`src/rtl/ct_spsram_256x84_ctrl.sv`:
```
// rtl/ct_spsram_256x84_ctrl.sv - two-port round-robin controller for a 256x84 single-port SRAM
// Clears the array after reset or on inv_req, then arbitrates one access per cycle.
module ct_spsram_256x84_ctrl #(
  parameter int ADDR_WIDTH = 8,
  parameter int DATA_WIDTH = 84,
  parameter int HALF_WIDTH = 42
) (
  input  logic                  forever_cpuclk,
  input  logic                  cpurst_b,
  input  logic                  inv_req,
  output logic                  inv_done,
  input  logic                  req0_vld,
  output logic                  req0_rdy,
  input  logic                  req0_wen,
  input  logic [ADDR_WIDTH-1:0] req0_addr,
  input  logic [DATA_WIDTH-1:0] req0_wdata,
  input  logic [1:0]            req0_wmask,
  input  logic                  req1_vld,
  output logic                  req1_rdy,
  input  logic                  req1_wen,
  input  logic [ADDR_WIDTH-1:0] req1_addr,
  input  logic [DATA_WIDTH-1:0] req1_wdata,
  input  logic [1:0]            req1_wmask,
  output logic                  rsp_vld,
  output logic                  rsp_id,
  output logic [DATA_WIDTH-1:0] rsp_data,
  output logic                  sram_cen,
  output logic                  sram_gwen,
  output logic [DATA_WIDTH-1:0] sram_wen,
  output logic [ADDR_WIDTH-1:0] sram_a,
  output logic [DATA_WIDTH-1:0] sram_d,
  input  logic [DATA_WIDTH-1:0] sram_q
);

  typedef enum logic [1:0] {
    RST_WAIT,
    INIT,
    RUN
  } state_e;

  localparam logic [ADDR_WIDTH-1:0] LAST_ADDR = '1;

  state_e                  state_q, state_d;
  logic [ADDR_WIDTH-1:0]   init_cnt_q, init_cnt_d;
  logic                    rr_last_q, rr_last_d;
  logic                    inv_pend_q, inv_pend_d;
  logic                    rsp_vld_q, rsp_vld_d;
  logic                    rsp_id_q, rsp_id_d;
  logic                    inv_done_q, inv_done_d;
  logic [ADDR_WIDTH-1:0]   a_hold_q, a_hold_d;
  logic [DATA_WIDTH-1:0]   d_hold_q, d_hold_d;

  logic                    gnt0;
  logic                    gnt1;
  logic                    gnt_vld;
  logic                    gnt_id;
  logic                    sel_wen;
  logic [ADDR_WIDTH-1:0]   sel_addr;
  logic [DATA_WIDTH-1:0]   sel_wdata;
  logic [1:0]              sel_wmask;

  // rr_last points at the previous tie winner; the other side wins the next tie
  always_comb begin
    gnt0 = 1'b0;
    gnt1 = 1'b0;
    if (state_q == RUN && !inv_pend_q) begin
      if (req0_vld && req1_vld) begin
        gnt0 = rr_last_q;
        gnt1 = !rr_last_q;
      end else begin
        gnt0 = req0_vld;
        gnt1 = req1_vld;
      end
    end
  end

  assign gnt_vld   = gnt0 | gnt1;
  assign gnt_id    = gnt1;
  assign sel_wen   = gnt1 ? req1_wen   : req0_wen;
  assign sel_addr  = gnt1 ? req1_addr  : req0_addr;
  assign sel_wdata = gnt1 ? req1_wdata : req0_wdata;
  assign sel_wmask = gnt1 ? req1_wmask : req0_wmask;

  always_comb begin
    state_d    = state_q;
    init_cnt_d = init_cnt_q;
    rr_last_d  = rr_last_q;
    inv_pend_d = inv_pend_q;
    rsp_vld_d  = 1'b0;
    rsp_id_d   = rsp_id_q;
    inv_done_d = 1'b0;
    a_hold_d   = a_hold_q;
    d_hold_d   = d_hold_q;
    sram_cen   = 1'b1;
    sram_gwen  = 1'b1;
    sram_wen   = '1;
    sram_a     = a_hold_q;
    sram_d     = d_hold_q;

    case (state_q)
      RST_WAIT: begin
        state_d    = INIT;
        init_cnt_d = '0;
        inv_pend_d = 1'b0;
      end

      INIT: begin
        sram_cen   = 1'b0;
        sram_gwen  = 1'b0;
        sram_wen   = '0;
        sram_a     = init_cnt_q;
        sram_d     = '0;
        a_hold_d   = init_cnt_q;
        d_hold_d   = '0;
        inv_pend_d = 1'b0;
        if (inv_req) begin
          init_cnt_d = '0;
        end else if (init_cnt_q == LAST_ADDR) begin
          state_d    = RUN;
          inv_done_d = 1'b1;
          init_cnt_d = '0;
        end else begin
          init_cnt_d = init_cnt_q + ADDR_WIDTH'(1);
        end
      end

      RUN: begin
        if (gnt_vld) begin
          sram_cen = 1'b0;
          sram_a   = sel_addr;
          a_hold_d = sel_addr;
          if (sel_wen) begin
            sram_gwen = 1'b0;
            sram_wen  = {~{HALF_WIDTH{sel_wmask[1]}}, ~{HALF_WIDTH{sel_wmask[0]}}};
            sram_d    = sel_wdata;
            d_hold_d  = sel_wdata;
          end else begin
            rsp_vld_d = 1'b1;
            rsp_id_d  = gnt_id;
          end
          if (req0_vld && req1_vld) begin
            rr_last_d = gnt_id;
          end
        end
        // A read granted alongside inv_req still completes; the sweep starts next cycle
        if (inv_req) begin
          inv_pend_d = 1'b1;
          state_d    = INIT;
        end
      end

      default: begin
        state_d = RST_WAIT;
      end
    endcase
  end

  always_ff @(posedge forever_cpuclk or negedge cpurst_b) begin
    if (!cpurst_b) begin
      state_q    <= RST_WAIT;
      init_cnt_q <= '0;
      rr_last_q  <= 1'b1;
      inv_pend_q <= 1'b0;
      rsp_vld_q  <= 1'b0;
      rsp_id_q   <= 1'b0;
      inv_done_q <= 1'b0;
      a_hold_q   <= '0;
      d_hold_q   <= '0;
    end else begin
      state_q    <= state_d;
      init_cnt_q <= init_cnt_d;
      rr_last_q  <= rr_last_d;
      inv_pend_q <= inv_pend_d;
      rsp_vld_q  <= rsp_vld_d;
      rsp_id_q   <= rsp_id_d;
      inv_done_q <= inv_done_d;
      a_hold_q   <= a_hold_d;
      d_hold_q   <= d_hold_d;
    end
  end

  assign req0_rdy = gnt0;
  assign req1_rdy = gnt1;
  assign rsp_vld  = rsp_vld_q;
  assign rsp_id   = rsp_id_q;
  assign rsp_data = sram_q;
  assign inv_done = inv_done_q;

endmodule

```
`config.mk`:
```
export PLATFORM = sky130hd
export DESIGN_NAME = ct_spsram_256x84_ctrl
export DESIGN_NICKNAME = d
export VERILOG_FILES = /design/src/rtl/ct_spsram_256x84_ctrl.sv
export SDC_FILE = /design/constraint.sdc
export NUM_CORES = 1
export LEC_CHECK = 0
export BUFFER_PORTS_ARGS = -buffer_cell sky130_fd_sc_hd__buf_2
export CAP_MARGIN = 20
export CORE_AREA = 2 2 212 214
export DETAILED_ROUTE_END_ITERATION = 7
export DIE_AREA = 0 0 214 216
export HOLD_SLACK_MARGIN = 0.03
export PLACE_DENSITY = 0.5
export SYNTH_ARGS = -nofsm -noshare
export SYNTH_HDL_FRONTEND = slang
export SYNTH_SLANG_ARGS = --single-unit
```
`constraint.sdc`:
```
create_clock -name forever_cpuclk -period 2.91 [get_ports forever_cpuclk]
set_clock_uncertainty 0.05 [all_clocks]
set_input_delay 0.582 -clock forever_cpuclk [delete_from_list [all_inputs] [get_ports forever_cpuclk]]
set_output_delay 0.582 -clock forever_cpuclk [all_outputs]
set_load 0.05 [all_outputs]
```
==> After elaboration in Yosys (flattened, before gate mapping) <==
Index checks and enable logic that the tools add are counted.
{ "word_totals": {"input_bits": 279, "regBits": 107} }
{ "op_classes": {"eq_ne": 6, "bitwise_logic": 4, "addsub": 1, "mux": 35, "n_reduce_logical": 12} }
{ "op_table": {"columns": ["cell", "count"], "rows": [
  ["84-bit two-way mux", 5],
  ["84-bit case mux with 2 select lines", 2],
  ["42-bit NOT", 2],
  ["8-bit two-way mux", 4],
  ["8-bit case mux with 2 select lines", 2],
  ["1-bit two-way mux", 14],
  ["3-bit AND reduction", 3],
  ["8-bit by 1-bit adder with 8-bit output (second input constant)", 1],
  ["8-bit == test (second input constant)", 1],
  ["2-bit two-way mux", 4],
  ["2-bit inequality test (second input constant)", 3],
  ["1-bit case mux with 2 select lines", 3],
  ["2-bit case mux with 3 select lines", 1],
  ["2-bit nonzero test", 2],
  ["2-bit by 1-bit == test with 1-bit output (second input constant)", 1],
  ["2-bit == test (second input constant)", 1],
  ["1-bit logical AND", 2],
  ["1-bit logical NOT", 2],
  ["2-bit logical NOT", 1],
  ["2-bit AND reduction", 1],
  ["2-bit OR reduction", 1],
  ["1-bit NOT", 1],
  ["1-bit bitwise OR", 1]
]} }

==> Logic depth before layout (Yosys ltp) <==
{ "depth": {"ltp_word": 8, "mapped_depth": 10} }

==> Least setup slack after synthesis <==
OpenSTA, ideal clock, no wires.
{ "synth_timing": {"path_kind": "register to output", "startpoint": "register state_q[0]", "endpoint": "output sram_wen[10]", "path_slack_ns": -0.884, "required_ns": 2.278, "arrival_ns": 3.162, "stages_incl_launch_ff": 9, "path_buffers": 2, "path_cell_list": "dfrtp_1 > inv_1 > ha_1 > nor2b_1 > buf_2 > o21ai_0 > a2bb2oi_1 > a31o_2 > buf_4"} }
{ "synth_between": {"elab_chain_len": 8, "elab_cells_between_ends": 12} }
{ "synth_lines": {"columns": ["item", "line", "rtl"], "rows": [
  ["from (decl)", "43", "state_e state_q, state_d;"],
  ["from (signal assigned)", "170", "state_q <= state_d;"],
  ["2-bit == test", "66, 100", null],
  ["1-bit logical AND", "66", "if (state_q == RUN && !inv_pend_q) begin"],
  ["1-bit two-way mux", "66", null],
  ["2-bit two-way mux", "82", "assign sel_wmask = gnt1 ? req1_wmask : req0_wmask;"],
  ["42-bit NOT", "134", "sram_wen = {~{HALF_WIDTH{sel_wmask[1]}}, ~{HALF_WIDTH{sel_wmask[0]}}};"],
  ["84-bit two-way mux", "132", "if (sel_wen) begin"],
  ["84-bit two-way mux", "128", "if (gnt_vld) begin"],
  ["84-bit case mux with 2 select lines (*)", "100", "case (state_q)"],
  ["to (decl)", "29", "output logic [DATA_WIDTH-1:0] sram_wen,"]
]} }
Every way passes the cells marked *; elsewhere a longest branch is shown, timed or not.

==> Worst setup path in the final report <==
{ "layout_timing": {"startpoint": "register state_q[0]", "endpoint": "output sram_d[7]"} }
{ "layout_between": {"elab_chain_len": 7, "elab_cells_between_ends": 11} }
{ "layout_lines": {"columns": ["item", "line", "rtl"], "rows": [
  ["2-bit == test", "66, 100", null],
  ["1-bit logical AND", "66", null],
  ["1-bit two-way mux", "66", null],
  ["84-bit two-way mux or 1-bit two-way mux (tied branches)", "81, 79", null],
  ["84-bit two-way mux", "132", null],
  ["84-bit two-way mux", null, null],
  ["84-bit case mux with 2 select lines (*)", "100", null],
  ["to (decl)", "31", "output logic [DATA_WIDTH-1:0] sram_d,"]
]} }
Marked as above.

==> results.yml <==
outcome:
  run_status: "finished, violations left"
  failed_checks: "negative setup slack"
floorplan:
  fp.coreArea_sq_mm: 0.0438
  die-area_sq_mm: 0.0462
  initial_core_util_pct: 15.6
  dieWidth_microns: 214
  die_h_microns: 216
  rows: 77
  num_io_pins: 546
power:
  clock_power_share_pct: 42.8
  irDropWorstVdd_mv: 0.196
  internal-power_w: 0.00243
  p_leak_nw: 5.60
  total_switching_power_w: 0.000797
  power.share.sequential_pct: 46.4
  cell_pwr_density_mw_per_mm2: 279
  power_frac_comb_pct: 10.8
  netSwitchingFraction_pct: 24.7
setup_path:
  path_max_fanout: 8
  path_class: "flop to primary output"
  slowest_stage: "sky130_fd_sc_hd__dfrtp_1"
  worstSetupStartpointType: "flop"
  cpPeakStageDelay_ns: 0.39
  cp_cell_sequence: "inv_2 > ha_4 > nor2b_4 > o211ai_4 > or2_4 > buf_12 > buf_16 > o2bb2ai_4 > buf_6"
  worstRegToRegCells: 10
  crit_path_end_kind: "primary output"
  worst_ep_required_time_ns: 2.28
  worst_ep_arrival_time_ns: 2.30
finish:
  final_design_area_no_fill_sq_mm: 0.0116
  layout.cells.most_common: "sky130_fd_sc_hd__buf_2"
  area_growth_syn_to_layout_pct: 69.6
  final_cell_mix: "sky130_fd_sc_hd__buf_2, sky130_fd_sc_hd__buf_4, sky130_fd_sc_hd__dfrtp_1, sky130_fd_sc_hd__buf_6, sky130_fd_sc_hd__mux2i_1"
  antenna-diode-count: 0
  nets: 1159
  drive_above_1_share_pct: 74.2
clocking:
  clk_transition_reported_paths_ns: 0.08
  clock-root-buffer: "sky130_fd_sc_hd__clkbuf_16"
  cts_buffers: 9
  ctsHoldBuffers: 0
  htree_levels: 3
  tritoncts_clock_tree: "yes"
  clock_path_buffers: 2
  clk-insertion-delay-late_ns: 0.36
  cts.sinks: 107
placed_design:
  dp.final_hpwl_mm: 17.5
  port_buffer_cells: 377
  gp_congestion: 0.757
  preCtsSetupSlack_ns: -0.0895
  post_placement_cell_area_sq_mm: 0.00880
routing:
  wire_length_reported_by_the_detailed_router_mm: 26.4
  drt_pass1_iterations: 6
  dr_vias_cell: 3.79
  first_iter_violations: 112
  vias: 5579
  route.layer.met1.wl_mm: 9.85
  antenna_violation_net_count_after_detailed_routing: 0
  detailroute.wirelength.met3_mm: 1.72
  wl_per_cell_microns: 17.9
  drt_drc_violations_left: 0
  met2RoutedLength_mm: 13.8
  route.top_layer_used: "met4"
worst_hold_path:
  worst_hold_path_type: "primary input to asynchronous set/reset pin"
synthesis:
  synthDominantCellAreaShare_pct: 38.9
  post_synthesis_cell_count: 584
  synth_top_cell_by_area: "sky130_fd_sc_hd__dfrtp_1"
  ys_top_cells_by_area: "sky130_fd_sc_hd__dfrtp_1, sky130_fd_sc_hd__buf_4, sky130_fd_sc_hd__mux2i_1, sky130_fd_sc_hd__o2bb2ai_2, sky130_fd_sc_hd__o2bb2ai_1"
  synth_nets: 869
  area_of_the_mapped_netlist_sq_mm: 0.00682
  yosys.cell_types.count: 43
  ys_seq_elements: 107
  avgSynthCellArea_sq_um: 11.7
  yosys_warnings: 0
  synth_enable_flop_cells: 0
  fraction_of_the_yosys_area_taken_by_sequential_cells_pct: 39.3
  synth_async_sr_flop_share_pct: 100
  synth-main-ff-cell: "sky130_fd_sc_hd__dfrtp_1"
grt:
  gr-usage-all-layers_pct: 10.2
  pin_count_of_the_biggest_net_entering_global_routing: 57
  grt_antenna_before_repair: 1
  overflow: 0
  grt_first_pass_wirelength_mm: 36.0
  vias_in_the_first_global_route: 5802
sta:
  layout_worst_path_cycle_share_pct: 101
  whs_ns: 0.0856
  final-setup-viol-count: 73
  maxSlewHeadroom_pct: 64.3
  grt_setup_unrepaired: "yes"
  hold_viol_final: 0
  setup_ws_ns: -0.0268
  final_period_minus_worst_setup_slack_ns: 2.94
  timing_worst_slew_pin_value_ns: 0.533
  clock.fmax_mhz: 341
  maxSlewViolCount: 0
run:
  drv.max_cap_violation_count: 0
==> state kept, by name, indices dropped and copies added (netlist names) <==
signal      cells
state_q         2
inv_done        1
inv_pend_q      1
rr_last_q       1
a_hold_q        8
rsp_id          1
init_cnt_q      8
rsp_vld         1
d_hold_q       84
==> Yosys cell counts (all sizes together) (2+ instances only) <==
master   number
a21oi         5
a22oi         8
a31o          2
a31oi         2
buf         192
clkbuf        5
dfrtp       106
ha            6
inv           7
mux2          2
mux2i        94
nand2        10
nand2b        2
nand3         4
nor2         11
nor2b         2
o21a          3
o21ai        17
o2bb2ai      84
o31ai         2
or2           3
xor2          2
==> final cells by class <==
type | count | area (sq um)
sequential | 107 | 2680
clock buffer | 10 | 229
clock inverter | 6 | 97.6
tap | 592 | 741
multi-input combinational | 279 | 3750
timing repair buffer | 470 | 4030
fill | 4523 | 32300
inverter | 7 | 30.0
==> what timing repair did <==
item	4_1_cts	5_1_grt
cloned	11	9
gates resized for setup	320	102
endpoints found under the setup margin	176	176
pin swaps	13	28
buffers inserted	21	17
==> worst max-delay path: cells and delay by family, from the launching register on <==
kind / cells / cell delay [ns]
compound gates: 2 / 0.25
fa+ha+maj: 1 / 0.15
buf+inv: 4 / 0.62
flops: 1 / 0.39
simple gates: 2 / 0.53
==> power by group through the flow <==
stage	sequential (W)	clock [W]	combinational, W
after floorplan	0.00153	0	0.000394
after global placement	0.00153	0	0.000300
after detailed placement	0.00153	0	0.000301
after CTS	0.00150	0.00145	0.000327
after global routing	0.00150	0.00151	0.000380
final	0.00150	0.00138	0.000348
==> worst paths after layout <==
kind | startpoint | to | slack [ns]
setup / recovery | state_q[0] | sram_d[7] | -0.03
min in group forever_cpuclk | rsp_id | rsp_id | 0.46
hold / removal | cpurst_b | d_hold_q[76] | 0.09
max in group asynchronous | cpurst_b | rr_last_q | 2.00
hold reg to reg | rsp_id | rsp_id | 0.46
setup reg to reg | state_q[0] | d_hold_q[70] | 0.73
==> per-layer routing <==
layer | vias to the layer above | GRT usage, %
li1 | 2531 | -
met1 | 2710 | 11.2
met4 | 0 | 5.31
met3 | 68 | 2.66
met2 | 270 | 18.2
met5 | - | 0.313
==> cells by family after synthesis <==
| group | Yosys count | synth area share (%) |
|---|---|---|
| AO/OA/AOI/OAI | 132 | 21.1 |
| XOR/XNOR | 3 | 0.386 |
| adder cells (fa/ha/maj) | 6 | 1.10 |
| buffers and inverters | 204 | 21.5 |
| flip-flops | 107 | 39.3 |
| multiplexers | 96 | 14.1 |
| AND/OR/NAND/NOR | 36 | 2.44 |
==> metrics by stage <==
step / instances / power (W) / util (%) / TNS [ns]
after global placement: 1401 / 0.00183 / 20.1 / -3.13
after floorplan: 584 / 0.00192 / - / -15.69
after detailed placement: 1401 / 0.00183 / 20.1 / -3.38
after global routing: 1471 / 0.00339 / 26.4 / -17.80
after CTS: 1448 / 0.00327 / 24.4 / -8.82
final: 1471 / 0.00322 / 26.4 / -0.943
Power figures use the tool's default switching activity.
